--- src/rtl/mem_stage.sv ---
// mem_stage: MEM stage of the 5-stage MIPS pipeline.
// Waits for load data, aligns/merges it and hands the result to WB.
module mem_stage #(
    parameter int PASS_W = 64,
    parameter int CNT_W  = 2
) (
    input  logic              clk,
    input  logic              resetn,
    input  logic              es_to_ms_valid,
    output logic              ms_allowin,
    input  logic [31:0]       es_pc,
    input  logic              es_gr_we,
    input  logic [4:0]        es_dest,
    input  logic [31:0]       es_result,
    input  logic [31:0]       es_rt_value,
    input  logic [2:0]        es_ld_op,
    input  logic              es_ld_wait,
    input  logic              es_req_inflight,
    input  logic [PASS_W-1:0] es_pass,
    input  logic              data_sram_data_ok,
    input  logic [31:0]       data_sram_rdata,
    input  logic              ws_allowin,
    input  logic              ws_flush,
    output logic              ms_to_ws_valid,
    output logic [31:0]       ms_pc,
    output logic              ms_gr_we,
    output logic [4:0]        ms_dest,
    output logic [31:0]       ms_final_result,
    output logic [PASS_W-1:0] ms_pass,
    output logic [37:0]       ms_fwd,
    output logic              ms_fwd_blocked
);

    localparam logic [2:0] LD_NONE = 3'd0;
    localparam logic [2:0] LD_LB   = 3'd1;
    localparam logic [2:0] LD_LBU  = 3'd2;
    localparam logic [2:0] LD_LH   = 3'd3;
    localparam logic [2:0] LD_LHU  = 3'd4;
    localparam logic [2:0] LD_LW   = 3'd5;
    localparam logic [2:0] LD_LWL  = 3'd6;
    localparam logic [2:0] LD_LWR  = 3'd7;

    localparam logic [CNT_W-1:0] CNT_MAX = '1;

    logic              ms_valid_q, ms_valid_d;
    logic              ld_pend_q, ld_pend_d;
    logic              rbuf_valid_q, rbuf_valid_d;
    logic [31:0]       rbuf_q, rbuf_d;
    logic [CNT_W-1:0]  cancel_cnt_q, cancel_cnt_d;
    logic [31:0]       pc_q, pc_d;
    logic              gr_we_q, gr_we_d;
    logic [4:0]        dest_q, dest_d;
    logic [31:0]       result_q, result_d;
    logic [31:0]       rt_q, rt_d;
    logic [2:0]        ld_op_q, ld_op_d;
    logic [PASS_W-1:0] pass_q, pass_d;

    logic              ms_ready_go;
    logic              accept;
    logic              handoff;
    logic              data_hit;
    logic              cap_cur;
    logic              cap_new;
    logic              inc_mem;
    logic              inc_es;
    logic              dec;
    logic [CNT_W:0]    cnt_sum;
    logic [7:0]        ld_byte;
    logic [15:0]       ld_half;
    logic [31:0]       final_res;

    assign ms_ready_go    = !ld_pend_q || rbuf_valid_q;
    assign ms_to_ws_valid = ms_valid_q && ms_ready_go;
    assign ms_allowin     = !ms_valid_q || (ms_ready_go && ws_allowin);
    assign accept         = es_to_ms_valid && ms_allowin && !ws_flush;
    assign handoff        = ms_to_ws_valid && ws_allowin;

    // A response only belongs to a live instruction once all cancelled ones drained
    assign data_hit = data_sram_data_ok && (cancel_cnt_q == '0);
    assign cap_cur  = data_hit && ms_valid_q && ld_pend_q;
    assign cap_new  = data_hit && accept && es_ld_wait && !cap_cur;

    assign inc_mem = ws_flush && ms_valid_q && ld_pend_q && !data_hit;
    assign inc_es  = ws_flush && es_req_inflight;
    assign dec     = data_sram_data_ok && (cancel_cnt_q != '0);

    always_comb begin
        ms_valid_d   = ms_valid_q;
        ld_pend_d    = ld_pend_q;
        rbuf_valid_d = rbuf_valid_q;
        rbuf_d       = rbuf_q;
        pc_d         = pc_q;
        gr_we_d      = gr_we_q;
        dest_d       = dest_q;
        result_d     = result_q;
        rt_d         = rt_q;
        ld_op_d      = ld_op_q;
        pass_d       = pass_q;
        if (ws_flush) begin
            ms_valid_d   = 1'b0;
            ld_pend_d    = 1'b0;
            rbuf_valid_d = 1'b0;
        end else if (accept) begin
            ms_valid_d   = 1'b1;
            ld_pend_d    = es_ld_wait && !cap_new;
            rbuf_valid_d = cap_new;
            pc_d         = es_pc;
            gr_we_d      = es_gr_we;
            dest_d       = es_dest;
            result_d     = es_result;
            rt_d         = es_rt_value;
            ld_op_d      = es_ld_op;
            pass_d       = es_pass;
        end else begin
            if (handoff) begin
                ms_valid_d   = 1'b0;
                rbuf_valid_d = 1'b0;
            end
            if (cap_cur) begin
                ld_pend_d    = 1'b0;
                rbuf_valid_d = 1'b1;
            end
        end
        if (cap_cur || cap_new) begin
            rbuf_d = data_sram_rdata;
        end
        cnt_sum = {1'b0, cancel_cnt_q}
                + {{CNT_W{1'b0}}, inc_mem}
                + {{CNT_W{1'b0}}, inc_es}
                - {{CNT_W{1'b0}}, dec};
        cancel_cnt_d = cnt_sum[CNT_W] ? CNT_MAX : cnt_sum[CNT_W-1:0];
    end

    always_comb begin
        ld_byte   = rbuf_q[{result_q[1:0], 3'b000} +: 8];
        ld_half   = result_q[1] ? rbuf_q[31:16] : rbuf_q[15:0];
        final_res = result_q;
        unique case (ld_op_q)
            LD_NONE: final_res = result_q;
            LD_LB:   final_res = {{24{ld_byte[7]}}, ld_byte};
            LD_LBU:  final_res = {24'd0, ld_byte};
            LD_LH:   final_res = {{16{ld_half[15]}}, ld_half};
            LD_LHU:  final_res = {16'd0, ld_half};
            LD_LW:   final_res = rbuf_q;
            LD_LWL: begin
                unique case (result_q[1:0])
                    2'd0: final_res = {rbuf_q[7:0], rt_q[23:0]};
                    2'd1: final_res = {rbuf_q[15:0], rt_q[15:0]};
                    2'd2: final_res = {rbuf_q[23:0], rt_q[7:0]};
                    2'd3: final_res = rbuf_q;
                endcase
            end
            LD_LWR: begin
                unique case (result_q[1:0])
                    2'd0: final_res = rbuf_q;
                    2'd1: final_res = {rt_q[31:24], rbuf_q[31:8]};
                    2'd2: final_res = {rt_q[31:16], rbuf_q[31:16]};
                    2'd3: final_res = {rt_q[31:8], rbuf_q[31:24]};
                endcase
            end
        endcase
    end

    always_ff @(posedge clk or negedge resetn) begin
        if (!resetn) begin
            ms_valid_q   <= 1'b0;
            ld_pend_q    <= 1'b0;
            rbuf_valid_q <= 1'b0;
            rbuf_q       <= '0;
            cancel_cnt_q <= '0;
            pc_q         <= '0;
            gr_we_q      <= 1'b0;
            dest_q       <= '0;
            result_q     <= '0;
            rt_q         <= '0;
            ld_op_q      <= '0;
            pass_q       <= '0;
        end else begin
            ms_valid_q   <= ms_valid_d;
            ld_pend_q    <= ld_pend_d;
            rbuf_valid_q <= rbuf_valid_d;
            rbuf_q       <= rbuf_d;
            cancel_cnt_q <= cancel_cnt_d;
            pc_q         <= pc_d;
            gr_we_q      <= gr_we_d;
            dest_q       <= dest_d;
            result_q     <= result_d;
            rt_q         <= rt_d;
            ld_op_q      <= ld_op_d;
            pass_q       <= pass_d;
        end
    end

    assign ms_pc           = pc_q;
    assign ms_gr_we        = gr_we_q;
    assign ms_dest         = dest_q;
    assign ms_pass         = pass_q;
    assign ms_final_result = final_res;
    assign ms_fwd          = {final_res, ms_valid_q && gr_we_q && (dest_q != 5'd0), dest_q};
    assign ms_fwd_blocked  = ms_valid_q && ld_pend_q;

endmodule

--- config.mk ---
export PLATFORM = sky130hd
export DESIGN_NAME = mem_stage
export DESIGN_NICKNAME = d
export VERILOG_FILES = /design/src/rtl/mem_stage.sv
export SDC_FILE = /design/constraint.sdc
export NUM_CORES = 1
export LEC_CHECK = 0
export ABC_CLOCK_PERIOD_IN_PS = 4200
export BUFFER_PORTS_ARGS = -buffer_cell sky130_fd_sc_hd__clkbuf_2
export CORE_ASPECT_RATIO = 1.2
export CORE_MARGIN = 2
export CORE_UTILIZATION = 45
export CTS_CLUSTER_SIZE = 10
export DETAILED_ROUTE_END_ITERATION = 7
export PLACE_DENSITY = 0.81
export SETUP_SLACK_MARGIN = 0.05
export SLEW_MARGIN = 20
export SYNTH_ARGS = -nofsm -noshare
export SYNTH_HDL_FRONTEND = slang
export SYNTH_SLANG_ARGS = --single-unit
--- constraint.sdc ---
create_clock -name clk -period 4.2 [get_ports clk]
set_input_delay 0.42 -clock clk [delete_from_list [all_inputs] [get_ports clk]]
set_output_delay 0.42 -clock clk [all_outputs]
set_load 0.02 [all_outputs]
======== After elaboration in Yosys (flattened, before gate mapping) ========
Index checks and enable logic that the tools add are counted.
operators by class
  mux-type cells .......................... 14
  reductions and logical operators ........ 38
  add/subtract/negate cells ............... 3
  eq/ne operators ......................... 10
  shifts and indexed selects .............. 1
  bitwise operators ....................... 1
operators by type and width
  operator            count
  $pmux 32 s4         2
  $pmux 32 s8         1
  $shiftx 32x6->8     1
  $logic_and 1x1->1   20
  $mux 16             1
  $eq 3x3->1 const B  4
  $mux 1              9
  $eq 3x2->1 const B  2
  $logic_not 1->1     6
  $reduce_bool 3->1   2
  $reduce_bool 5->1   1
  $eq 2x2->1 const B  2
  $logic_not 2->1     2
  $reduce_bool 4->1   1
  $add 2x1->3         1
  $add 3x1->3         1
  $eq 3x1->1 const B  1
  $logic_not 3->1     1
  $logic_or 1x1->1    3
  $sub 3x1->3         1
  $eq 2x1->1 const B  1
  $mux 2              1
  $reduce_and 2->1    1
  $reduce_bool 2->1   1
  $not 1->1           1
storage, ports and cells
  logic and storage cells ................. 79
  output and inout port bits .............. 175
  bits of input ports ..................... 209
  flip-flop bits (word level) ............. 206

======== Logic depth before layout (Yosys ltp) ========
  depth in word-level cells ............... 13
  mapped depth ............................ 10
  depth with buffers taken out ............ 9

======== Least setup slack after synthesis ========
Ideal clock, no wire load.
  path type ............................... register to output
  start ................................... reg result_q[0]
  end ..................................... out ms_fwd[11]
  path slack .............................. 1.692 ns
  stages on the path, launching flop included .. 10
  data required time ...................... 3.780 ns
  arrival time ............................ 2.088 ns
  cells stage by stage .................... dfrtp_1 -> buf_6 -> buf_2 -> buf_4 -> buf_2 -> nand3_1 -> a21oi_1 -> nor3_1 -> o21ai_0 -> buf_4
between the ends
  cells in the longest elaborated chain, start to end .. 3
ends and longest elaborated chain
  what                                                                     line  text
  start: declaration                                                       53    logic [31:0] result_q, result_d;
  start signal: assignment                                                 187   result_q <= result_d;
  parallel branches: the longest is 2 deep, another holds $shiftx 32x6->8  n/a
  $pmux 32 s8 *                                                            138   unique case (ld_op_q)
  end: declaration                                                         30    output logic [37:0] ms_fwd,
Mark *: on every way between the ends.

======== Worst setup path in the final report ========
  start ................................... reg ld_op_q[0]
  end ..................................... out ms_final_result[30]
between the ends
  cells in the longest elaborated chain, start to end .. 2
ends and longest elaborated chain
  what                                      line  text
  start: declaration                        55    logic [2:0] ld_op_q, ld_op_d;
  start signal: assignment                  189   ld_op_q <= ld_op_d;
  $eq 3x3->1, or another cell as far along  138
  $pmux 32 s8 *                             138
  end: declaration                          28    output logic [31:0] ms_final_result,
Every way passes the cells marked *; elsewhere a longest branch is shown, timed or not.

==> results.cfg <==
[clock_tree]
cts_root_buf = clkbuf_16
cts.sinks = 206
h-tree-depth = 1
cts-resized-gates = 0
post_cts_buffers = 0
hold_buffers = 1
cts_tree = done
cts_max_path_buffers = 3
cts_made_buffers = 24
clk_latency_ps = 520
cts.clk_slew.worst_paths_ps = 50

[drt]
drtAntennaViolNets = 0
vias = 8765
drc_errors = 0
drtPass1Iterations = 5
viasPerCell = 5.633
drt_wl_total_um = 35000
wire_per_inst_um = 22.49
drtIter0Drc = 481

[power_and_ir_drop]
swShare_pct = 38.20
p_leak_nw = 6.216
pwr-share-clk_pct = 24.7
combPwrFrac_pct = 35.3
power.density_mw_per_mm2 = 558.1
irDropWorstVdd_mv = 0.4202
pwr-share-seq_pct = 40.0
intPower_mw = 4.551
power.switching_mw = 2.813

[synthesis]
yosys_most_used_dff = dfrtp_1
synth.largest_area_cell = dfrtp_1
yosysSeqAreaShare_pct = 48.24
synth_area_leaders = dfrtp_1 (48%), mux2_2 (22%), mux2i_1 (3.2%), buf_4 (3.2%), o21ai_0 (2.2%)
yosys_warnings = 0
synth-async-reset-ratio_pct = 100.0
syn_area_mm2 = 0.01069
synth_common_cells = mux2_2 (209), dfrtp_1 (206), o21ai_0 (47)
netlist_instances = 903
synth_edf_count = 0
syn_area_per_cell_um2 = 11.83
synthesis.nets = 1115
synth_top_area_share_pct = 48.24
ys_ff_latch = 206
ys_types = 59
synth.most_common_cell = mux2_2

[final_layout]
regArea_mm2 = 0.005157
drive_above_1_share_pct = 53.35
fin_util_pct = 56.68
layout.cells.non_filler = 1556
syn_to_final_growth_pct = 23.49
nNetsFinal = 1445
fill_cells = 1965
multi_input_comb_area_mm2 = 0.004821
fin_area_mm2 = 0.01320

[die]
die-area_mm2 = 0.02500
fp.dieH_um = 172.8
dieWidth_um = 144.7
placeableCoreArea_mm2 = 0.02328
num_io_pins = 384
start_util_pct = 45.90
rows = 61

[flow_run]
cap_violations = 0

[critical_path]
crit_arrival_ps = 3300
end_kind = output port
crit_type = reg2out
crit_required_ps = 3780
timing.rr.start = ms_valid_q
crit_path_start_kind = register
cpPeakStageDelay_ps = 780
ff2ff_setup_slack_ps = 1770
timing.rr.end = cancel_cnt_q[1]
crit_path_top_delay_cell = o32ai_1
r2r_cells = 9
worstPathMaxFanout = 13
path_cells = inv_1, nand3_1, o32ai_1, o22a_1, clkbuf_2

[min_path]
hold_start = es_ld_op[2]
hp-class = in2reg
worstHoldEndpoint = ld_op_q[2]
holdPathStages = 3

[placement]
hpwl_um = 26560
dp_cells = 1521
placement.io_buffers = 383
gp_congestion = 0.9635
dpl_cell_area_mm2 = 0.01253

[grt]
grt_pass1_wl_um = 53090
grt_pass1_vias = 9083
grt.total_usage_pct = 28.01
antenna_found_initial = 5
grt_max_degree = 111
overflow = 0

[timing]
slew_violations = 0
fin_crit_ps = 3724
rsz0062_at_grt = no
finalSetupViolCount = 0
tns_ps = 0
timing.hold.ws_ps = 111.6
period_share_pct = 88.68
hold_violations = 0
max_slew_margin_pct = 33.46
max_freq_mhz = 268.5
worst_pin_slew_ps = 996.0
fin_skew_ps = 11.31

[status]
status = completed
-- sequential cells by signal, summed over array words and instances, names as in the netlist --
| name | flops |
|---|---|
| cancel_cnt_q | 2 |
| ms_gr_we | 1 |
| result_q | 32 |
| ms_pass | 64 |
| ld_pend_q | 1 |
| rbuf_valid_q | 1 |
| ms_pc | 32 |
| ms_valid_q | 1 |
| ms_dest | 5 |
| ld_op_q | 3 |
| rt_q | 32 |
| rbuf_q | 32 |
-- through the flow --
stage	total power [mW]	worst slack (ps)
after floorplan	4.665	1692
after global placement	5.474	1134
after detailed placement	5.542	1107
after CTS	7.398	557.9
after global routing	7.738	374.5
final	7.364	475.6
-- worst max-delay path, delay by kind of cell, from the launching register on --
| kind | cells | cell delay [ps] |
|---|---|---|
| compound gates | 2 | 1020 |
| buf+inv | 2 | 660 |
| flops | 1 | 490 |
| simple gates | 1 | 610 |
-- per-layer routing --
layer  part of all wire [%]  up-vias  wire, um  global-route usage, %
met5                  0.031        -        11                      0
met1                     36     4326     12480                  31.99
met4                    4.4        2      1556                  11.97
met2                     50      444     17370                  47.27
li1                       -     3912         -                      -
met3                     10       81      3581                  9.720
-- power by group through the flow --
stage | sequential, mW | clock (mW) | combinational [mW]
after floorplan | 2.95 | 0 | 1.72
after global placement | 2.95 | 0 | 2.53
after detailed placement | 2.97 | 0 | 2.58
after CTS | 2.94 | 1.87 | 2.59
after global routing | 3.00 | 1.94 | 2.80
final | 2.95 | 1.82 | 2.60
-- placed cells by master (no fill, tap or decap), types with 16 or more instances in the layout --
cell / instances
o21ai_0: 47
clkbuf_16: 25
nand3_1: 27
mux2_2: 209
inv_1: 19
a21oi_1: 43
nand2_1: 44
dfrtp_1: 204
nor2_1: 35
buf_4: 16
clkbuf_2: 382
mux2i_1: 34
-- area by class of cell --
type / instances / share of cell area, %
inverters: 19 / 0.5405
well taps: 315 / 2.987
clock buffers: 30 / 4.883
multi-input cells: 580 / 36.54
repair buffers: 402 / 15.89
diodes: 4 / 0.07586
flip-flops and latches: 206 / 39.09
-- worst max path at each step --
stage,startpoint,endpoint,depth (start not counted)
after floorplan,result_q[0],ms_fwd[11],9
after global placement,ld_op_q[0],ms_final_result[30],5
after detailed placement,ld_op_q[0],ms_fwd[36],5
after CTS,ld_op_q[0],ms_fwd[36],5
after global routing,ld_op_q[0],ms_final_result[28],5
final,ld_op_q[0],ms_final_result[30],5
-- cells by family after synthesis --
kind of cell	after synthesis	share of synthesized area, %
AOI/OAI and AO/OA	170	10.60
xor gates and xnor gates	1	0.08198
adders and majority gates	3	0.4918
buffers and inverters	117	6.686
DFF	206	48.24
muxes	253	27.18
and+or+nand+nor	153	6.722
No activity file was read; power rests on OpenSTA's default activity.
